--- src/rtl/prng_pkg.sv ---
// Shared definitions for the prng_server block: FSM encoding and the default
// xorshift shift triplet / seed for the 16-bit configuration.
package prng_pkg;

  // Legacy-compatible state encodings, also exposed through the enum below.
  localparam logic [1:0] FSM_WARMUP = 2'd0;
  localparam logic [1:0] FSM_FILL   = 2'd1;
  localparam logic [1:0] FSM_HOLD   = 2'd2;

  typedef enum logic [1:0] {
    WARMUP = FSM_WARMUP,
    FILL   = FSM_FILL,
    HOLD   = FSM_HOLD
  } prng_fsm_e;

  localparam int          DEF_SHL1 = 7;
  localparam int          DEF_SHR  = 9;
  localparam int          DEF_SHL2 = 8;
  localparam logic [15:0] DEF_SEED = 16'hACE1;

endpackage

--- src/rtl/xorshift_step.sv ---
// One combinational xorshift step with the entropy bit folded into the LSB.
// The result may be zero; the caller is responsible for the zero guard.
module xorshift_step
  import prng_pkg::*;
#(
  parameter int WIDTH = 16,
  parameter int SHL1  = DEF_SHL1,
  parameter int SHR   = DEF_SHR,
  parameter int SHL2  = DEF_SHL2
) (
  input  logic [WIDTH-1:0] s,
  input  logic             e_bit,
  output logic [WIDTH-1:0] state_nxt
);

  logic [WIDTH-1:0] x1;
  logic [WIDTH-1:0] x2;
  logic [WIDTH-1:0] x3;

  // Shifts are applied to WIDTH-bit operands, so overflow bits simply fall off.
  assign x1        = s ^ (s << SHL1);
  assign x2        = x1 ^ (x1 >> SHR);
  assign x3        = x2 ^ (x2 << SHL2);
  assign state_nxt = x3 ^ {{(WIDTH-1){1'b0}}, e_bit};

endmodule

--- src/rtl/prng_server.sv ---
// Xorshift PRNG fed by the entropy pool's serial bit, serving words to one
// consumer over valid/ready. Handles warm-up after reset/reseed and never lets
// the state become zero.
// Optional build macro: PRNG_HEALTH_EN adds a repetition-count health check
// that latches health_fail and stops serving words until reseed or reset.
module prng_server
  import prng_pkg::*;
#(
  parameter int               WIDTH         = 16,
  parameter int               SHL1          = DEF_SHL1,
  parameter int               SHR           = DEF_SHR,
  parameter int               SHL2          = DEF_SHL2,
  parameter logic [WIDTH-1:0] SEED          = WIDTH'(DEF_SEED),
  parameter int               WARMUP_CYCLES = 32,
  parameter int               REPEAT_LIMIT  = 4
) (
  input  logic             clk,
  input  logic             rst_n,
  input  logic             e_bit,
  input  logic             reseed,
  input  logic [WIDTH-1:0] seed_in,
  output logic [WIDTH-1:0] r_word,
  output logic             r_valid,
  input  logic             r_ready,
  output logic             health_fail
);

  localparam int               CNT_W    = (WARMUP_CYCLES > 1) ? $clog2(WARMUP_CYCLES) : 1;
  localparam logic [CNT_W-1:0] CNT_LAST = CNT_W'(WARMUP_CYCLES - 1);

  // Reject configurations that would lock the generator at zero or never serve.
  if (SEED == '0 || WARMUP_CYCLES < 1 || REPEAT_LIMIT < 1) begin : g_bad_params
    $error("prng_server: SEED must be nonzero; WARMUP_CYCLES and REPEAT_LIMIT must be >= 1");
  end

  prng_fsm_e        fsm;
  logic [CNT_W-1:0] warm_cnt;
  logic [WIDTH-1:0] state;
  logic [WIDTH-1:0] step_raw;
  logic [WIDTH-1:0] state_nxt;
  logic [WIDTH-1:0] seed_load;
  logic             xfer;
  logic             capture;
  logic             trip;

  xorshift_step #(
    .WIDTH (WIDTH),
    .SHL1  (SHL1),
    .SHR   (SHR),
    .SHL2  (SHL2)
  ) u_step (
    .s         (state),
    .e_bit     (e_bit),
    .state_nxt (step_raw)
  );

  // A zero state is a fixed point of xorshift, so both paths into the state
  // register substitute SEED for zero.
  assign state_nxt = (step_raw == '0) ? SEED : step_raw;
  assign seed_load = (seed_in == '0) ? SEED : seed_in;

  // A handshake on a reseed edge still completes: the consumer keeps r_word,
  // but no replacement word is captured because warm-up restarts.
  assign xfer    = r_valid && r_ready;
  assign capture = !reseed && ((fsm == FILL) || ((fsm == HOLD) && xfer));

  // Generator state: steps on every edge, reloaded on reseed.
  always_ff @(posedge clk or negedge rst_n) begin
    // NOTE: registers use non-blocking assignments so every flop samples
    // pre-edge values regardless of block ordering.
    if (!rst_n) begin
      state <= SEED;
    end else if (reseed) begin
      state <= seed_load;
    end else begin
      state <= state_nxt;
    end
  end

  // Warm-up sequencing and the consumer-facing word/valid registers.
  always_ff @(posedge clk or negedge rst_n) begin
    if (!rst_n) begin
      fsm      <= WARMUP;
      warm_cnt <= '0;
      r_word   <= '0;
      r_valid  <= 1'b0;
    end else if (reseed) begin
      fsm      <= WARMUP;
      warm_cnt <= '0;
      r_valid  <= 1'b0;
    end else begin
      case (fsm)
        WARMUP: begin
          warm_cnt <= warm_cnt + 1'b1;
          if (warm_cnt == CNT_LAST) begin
            fsm <= FILL;
          end
        end
        FILL, HOLD: fsm <= HOLD;
        default:    fsm <= WARMUP;
      endcase
      if (capture) begin
        r_word  <= state_nxt;
        r_valid <= !trip;
      end
    end
  end

`ifdef PRNG_HEALTH_EN
  localparam int RPT_W = $clog2(REPEAT_LIMIT + 1);

  logic [WIDTH-1:0] prev_word;
  logic [RPT_W-1:0] rep_cnt;
  logic [RPT_W-1:0] rep_inc;
  logic             same_word;
  logic             fail_q;

  assign same_word   = (state_nxt == prev_word);
  assign rep_inc     = rep_cnt + 1'b1;
  assign trip        = capture && same_word && (rep_inc == RPT_W'(REPEAT_LIMIT));
  assign health_fail = fail_q;

  // Repetition counter over captured words; a trip is sticky until reseed.
  // Once tripped, r_valid stays low so no further captures can happen.
  always_ff @(posedge clk or negedge rst_n) begin
    if (!rst_n) begin
      prev_word <= '0;
      rep_cnt   <= '0;
      fail_q    <= 1'b0;
    end else if (reseed) begin
      rep_cnt <= '0;
      fail_q  <= 1'b0;
    end else if (capture) begin
      prev_word <= state_nxt;
      rep_cnt   <= same_word ? rep_inc : RPT_W'(1);
      if (trip) begin
        fail_q <= 1'b1;
      end
    end
  end
`else
  assign trip        = 1'b0;
  assign health_fail = 1'b0;
`endif

endmodule

--- config.mk ---
export PLATFORM = sky130hd
export DESIGN_NAME = prng_server
export DESIGN_NICKNAME = d
export VERILOG_FILES = /design/src/rtl/prng_pkg.sv /design/src/rtl/xorshift_step.sv /design/src/rtl/prng_server.sv
export SDC_FILE = /design/constraint.sdc
export NUM_CORES = 1
export LEC_CHECK = 0
export CORE_MARGIN = 2
export CORE_UTILIZATION = 35
export DETAILED_ROUTE_END_ITERATION = 6
export PLACE_DENSITY = 0.6
export REMOVE_ABC_BUFFERS = 1
export SYNTH_ARGS = -nofsm -noshare
export SYNTH_HDL_FRONTEND = slang
export SYNTH_SLANG_ARGS = --single-unit
--- constraint.sdc ---
create_clock -name clk -period 2.3 [get_ports clk]
set_clock_uncertainty 0.2 [all_clocks]
set_input_delay 0.46 -clock clk [delete_from_list [all_inputs] [get_ports clk]]
set_output_delay 0.46 -clock clk [all_outputs]
set_load 0.05 [all_outputs]
# After elaboration in Yosys (flattened, before gate mapping)
# Cells that the tools add are included.
[totals]
latchBits = 0
romBits = 0
n_memories = 0
out_inout_bits = 18
register_bits = 40
mem_bits_rw = 0
[op_classes]
n_eq_ne = 4
div_mod_pow = 0
bitwise = 5
shifts = 0
mul = 0
add_sub_neg = 1
n_reduce_logical = 12
magnitude_cmp = 0
mux = 10
[ops]
columns = ["cell", "count"]
rows = [
  ["16-bit 2-to-1 mux", 3],
  ["16-bit zero test", 2],
  ["16-bit bitwise XOR", 2],
  ["16-bit by 1-bit bitwise XOR with 16-bit output", 1],
  ["16-bit by 7-bit bitwise XOR with 16-bit output", 1],
  ["5-bit 2-to-1 mux", 2],
  ["5-bit by 1-bit adder with 5-bit output (second input constant)", 1],
  ["5-bit == test (second input constant)", 1],
  ["2-bit 2-to-1 mux", 2],
  ["2-bit one-hot mux with 2 select lines", 1],
  ["2-bit nonzero test", 2],
  ["1-bit logical AND", 3],
  ["3-bit inequality test (second input constant)", 1],
  ["2-bit by 1-bit == test with 1-bit output (second input constant)", 1],
  ["2-bit == test (second input constant)", 1],
  ["2-bit zero test", 1],
  ["1-bit 2-to-1 mux", 2],
  ["2-bit AND reduction", 1],
  ["2-bit OR reduction", 1],
  ["1-bit zero test", 1],
  ["1-bit logical OR", 1],
  ["1-bit NOT", 1],
]

# Logic depth before layout (Yosys ltp)
[depth]
ltp_word = 7
ltp_mapped = 8

# Modules after synthesis
# A second synthesis with hierarchy kept.
[unflattened]
hier_cells = 153
area_unflattened_um2 = 2073.2
[by_module_without_submodules]
columns = ["module", "instances", "area_per_inst_um2", "seq_area_each_um2", "cells_each"]
rows = [
  ["prng_server", 1, 1745.4, 1011.0, 127],
  ["xorshift_step", 1, 327.8, 0.0, 26],
]

# Worst setup path before layout
# Ideal clock, no wire load.
[synth_timing]
path_type = "reg-to-reg"
startpoint = "register state[7]"
endpoint = "register r_word[7]"
synth_period_minus_slack_ns = 2.199
required_ns = 2.013
n_path_buf = 0
stages_incl_launch_ff = 6
arrival_ns = 1.913
setup_ns = 0.087
slack_ns = 0.101
path_cell_list = "dfstp_2 > xnor3_1 > xnor2_1 > nor4b_2 > nand4_2 > o211ai_1"
[synth_via]
elab_chain_cells = 6
[synth_lines]
columns = ["item", "line_no", "source"]
rows = [
  ["start: declaration", "prng_server.sv:38", "logic [WIDTH-1:0] state;"],
  ["start signal: assignment", "prng_server.sv:74", "state <= seed_load;"],
  ["start signal: assignment", "prng_server.sv:76", "state <= state_nxt;"],
  ["16-bit bitwise XOR *", "xorshift_step.sv:21", "assign x1 = s ^ (s << SHL1);"],
  ["16-bit by 7-bit bitwise XOR with 16-bit output *", "xorshift_step.sv:22", "assign x2 = x1 ^ (x1 >> SHR);"],
  ["16-bit bitwise XOR *", "xorshift_step.sv:23", "assign x3 = x2 ^ (x2 << SHL2);"],
  ["16-bit by 1-bit bitwise XOR with 16-bit output *", "xorshift_step.sv:24", "assign state_nxt = x3 ^ {{(WIDTH-1){1'b0}}, e_bit};"],
  ["16-bit zero test", "prng_server.sv:59", "assign state_nxt = (step_raw == '0) ? SEED : step_raw;"],
  ["16-bit 2-to-1 mux *", "prng_server.sv:59", ""],
  ["end signal: assignment", "prng_server.sv:103", "r_word <= state_nxt;"],
  ["end: declaration", "prng_server.sv:22", "output logic [WIDTH-1:0] r_word,"],
]
# Mark *: on every way between the ends. The rest lies on a longest branch, timed or not.
# A chain may end at the register's enable or synchronous reset.

# Worst setup path after layout
[layout_timing]
startpoint = "register state[7]"
endpoint = "register state[5]"
[layout_via]
elab_chain_cells = 7
[layout_lines]
columns = ["item", "line_no", "source"]
rows = [
  ["16-bit bitwise XOR *", "xorshift_step.sv:21", ""],
  ["16-bit by 7-bit bitwise XOR with 16-bit output *", "xorshift_step.sv:22", ""],
  ["16-bit bitwise XOR *", "xorshift_step.sv:23", ""],
  ["16-bit by 1-bit bitwise XOR with 16-bit output *", "xorshift_step.sv:24", ""],
  ["16-bit zero test", "prng_server.sv:59", ""],
  ["16-bit 2-to-1 mux *", "prng_server.sv:59", ""],
  ["16-bit 2-to-1 mux *", "prng_server.sv:73", "end else if (reseed) begin"],
]
# Marks and branches as above.

==> flow_summary.json <==
{
  "required_ns": 2.32,
  "die_area_sq_mm": 0.00668,
  "r2r_cells": 6,
  "setup_viol": 0,
  "synth_area_per_cell_sq_um": 10.6,
  "clock_path_buffers": 2,
  "layout_common_cells": "nor2_1, clkdlybuf4s50_1, dfrtp_1",
  "globalplace.congestion": 0.813,
  "seq_area_frac_synth_pct": 47.8,
  "synthCells": 199,
  "synth_area_leader_cell": "dfrtp_1",
  "min_period_ns": 2.26,
  "critPathMaxFanout": 8,
  "r2r_slack_ns": 0.04,
  "critical_path.top_delay_family": "XOR/XNOR gates",
  "synth_top_cell_area_share_pct": 37.9,
  "insertion_delay_ns": 0.29,
  "grt_max_degree": 27,
  "synth.area.top_cells": "dfrtp_1, dfstp_2, nor2_1",
  "end_kind": "flop",
  "root_buffer": "clkbuf_8",
  "ios": 39,
  "firstDrtPassIters": 4,
  "drtAntennaViolNets": 0,
  "grt_pass1_vias": 1539,
  "critPathMaxStageDelay_ns": 0.53,
  "routedWlPerCell_microns": 14.1,
  "fillCellCount": 563,
  "async_flop_share_pct": 100,
  "tightest_slew_ns": 0.501,
  "path_cells": "xnor3_2, xnor2_2, nor4b_4, buf_4, nand3_4, a31oi_1",
  "drv_slew": 0,
  "num_rows": 28,
  "antennaDiodeCount": 0,
  "fmax_mhz": 442,
  "die_w_microns": 81.7,
  "outcome": "completed",
  "yosys_warnings": 0,
  "nets": 281,
  "finalCritPeriodShare_pct": 98.4,
  "yosysUniqueCellTypes": 35,
  "start_util_pct": 35.9,
  "numClockSinks": 40,
  "routed_via_density": 4.76,
  "routed_wl_microns": 4640,
  "drv_cap": 0,
  "worstSetupPathDepth": 6,
  "num_vias": 1571,
  "dpl.hpwl_microns": 3570,
  "first_iter_violations": 71,
  "track_usage_pct": 16.1,
  "synthesis.area_sq_mm": 0.00211,
  "synth_seq_cells": 40,
  "tns_ns": 0,
  "worst_r2r_startpoint": "state[7]$_DFF_PN1_",
  "synth-main-ff-cell": "dfrtp_1",
  "grt_overflow_total": 0,
  "grt_pass1_wl_microns": 7880,
  "cts-buffers-inserted": 5,
  "whs_endpoint": "r_word[12]$_DFFE_PN0P_",
  "rsz0062_at_grt": "true",
  "path_class": "flop to flop",
  "postCtsSetupBuffers": 0,
  "cp_slowest_cell": "dfstp_2",
  "hp-class": "flop to flop",
  "htree_levels": 2,
  "cts_tree": "built",
  "max_slew_margin_pct": 66.5,
  "synth_edf_count": 0,
  "final-seq-area_sq_mm": 0.00101,
  "port_buffers": 37,
  "dieHeight_microns": 81.7,
  "drive_gt1_share_pct": 20.8,
  "grt_antenna_before_repair": 0,
  "drc": 0,
  "worstHoldPathCells": 2,
  "holdCritStartpoint": "r_word[12]$_DFFE_PN0P_",
  "area_delta_synth_final_pct": 36.8,
  "clkTransAtPathRegs_ns": 0.08,
  "cp-start-kind": "flop",
  "timing.hold.ws_ns": 0.287,
  "r2r-end": "state[5]$_DFF_PN1_",
  "core_area_sq_mm": 0.00589,
  "finalHoldViolations": 0,
  "crit_buf_inv": 1,
  "multi_input_area_sq_mm": 0.00112,
  "crit_arrival_ns": 2.28
}
-- worst register-to-register path: stages (launching register included) --
cell and delay (ns):
dfstp_2 0.53, xnor3_2 0.44, xnor2_2 0.18, nor4b_4 0.35, buf_4 0.18, nand3_4 0.11, a31oi_1 0.20
-- registers in the layout (all words and copies together) (netlist names) --
| register | count |
|---|---|
| fsm | 2 |
| state | 16 |
| r_word | 16 |
| r_valid | 1 |
| warm_cnt | 5 |
-- cells by family after synthesis --
kind of cell    count (synthesis)  share of synthesized area (%)
compound gates                 35                           9.30
xor+xnor                       30                           18.4
fa+ha+maj                       6                           3.55
buf+inv                        12                           2.31
flops                          40                           47.8
mux                             4                           1.89
other cells                     1                          0.177
simple gates                   71                           16.6
-- final cells by class --
type,instances,area share (%)
repair buffers,57,18.4
clock inverters,1,1.04
inverters,3,0.390
clock buffers,7,3.33
multi-input cells,147,38.7
flip-flops and latches,40,35.0
well taps,75,3.25
-- routing by layer --
| metal | vias up | GRT usage [%] | share of wire, % |
|---|---|---|---|
| li1 | 781 | - | - |
| met1 | 742 | 23.7 | 51 |
| met2 | 42 | 23.2 | 43 |
| met3 | 6 | 3.41 | 4.2 |
| met4 | 0 | 6.00 | 1.7 |
| met5 | - | 0 | 0 |
-- synthesized netlist by cell type (5+ instances only) --
cell type,count
dfstp_2,8
a21oi_1,6
o21ai_0,22
clkbuf_1,8
xnor2_1,10
xor2_1,11
dfrtp_1,32
nor2_1,36
ha_1,6
xnor3_1,5
nand2_1,20
-- worst max path at each step --
stage	startpoint	to	slack, ns
2_1_floorplan	state[7]$_DFF_PN1_	r_word[7]$_DFFE_PN0P_	0.1
3_3_place_gp	e_bit	state[7]$_DFF_PN1_	-0.05
3_5_place_dp	e_bit	state[7]$_DFF_PN1_	-0.06
5_1_grt	state[7]$_DFF_PN1_	state[5]$_DFF_PN1_	-0.06
4_1_cts	state[5]$_DFF_PN1_	r_word[7]$_DFFE_PN0P_	-0.004
6_report	state[7]$_DFF_PN1_	state[5]$_DFF_PN1_	0.04
-- what timing repair did --
item | CTS | global route
setup endpoints to repair | 3 | 16
resized for setup | 1 | 9
pin swaps | 0 | 7
hold buffers | 1 | 0
endpoints found under the hold margin | 18 | 0
-- metrics by stage --
| stage | instances | area, sq um | utilization, % | setup slack [ns] |
|---|---|---|---|---|
| 2_1_floorplan | 190 | 2080 | - | 0.0997 |
| 3_3_place_gp | 321 | 2690 | 45.7 | -0.0536 |
| 3_5_place_dp | 321 | 2690 | 45.7 | -0.0616 |
| 4_1_cts | 330 | 2840 | 48.2 | -0.00445 |
| 5_1_grt | 330 | 2890 | 49.1 | -0.0627 |
| 6_report | 330 | 2890 | 49.1 | 0.0367 |
Power is not shown: default switching activity piles up to over one toggle a cycle in this logic, so the estimate is an artifact.
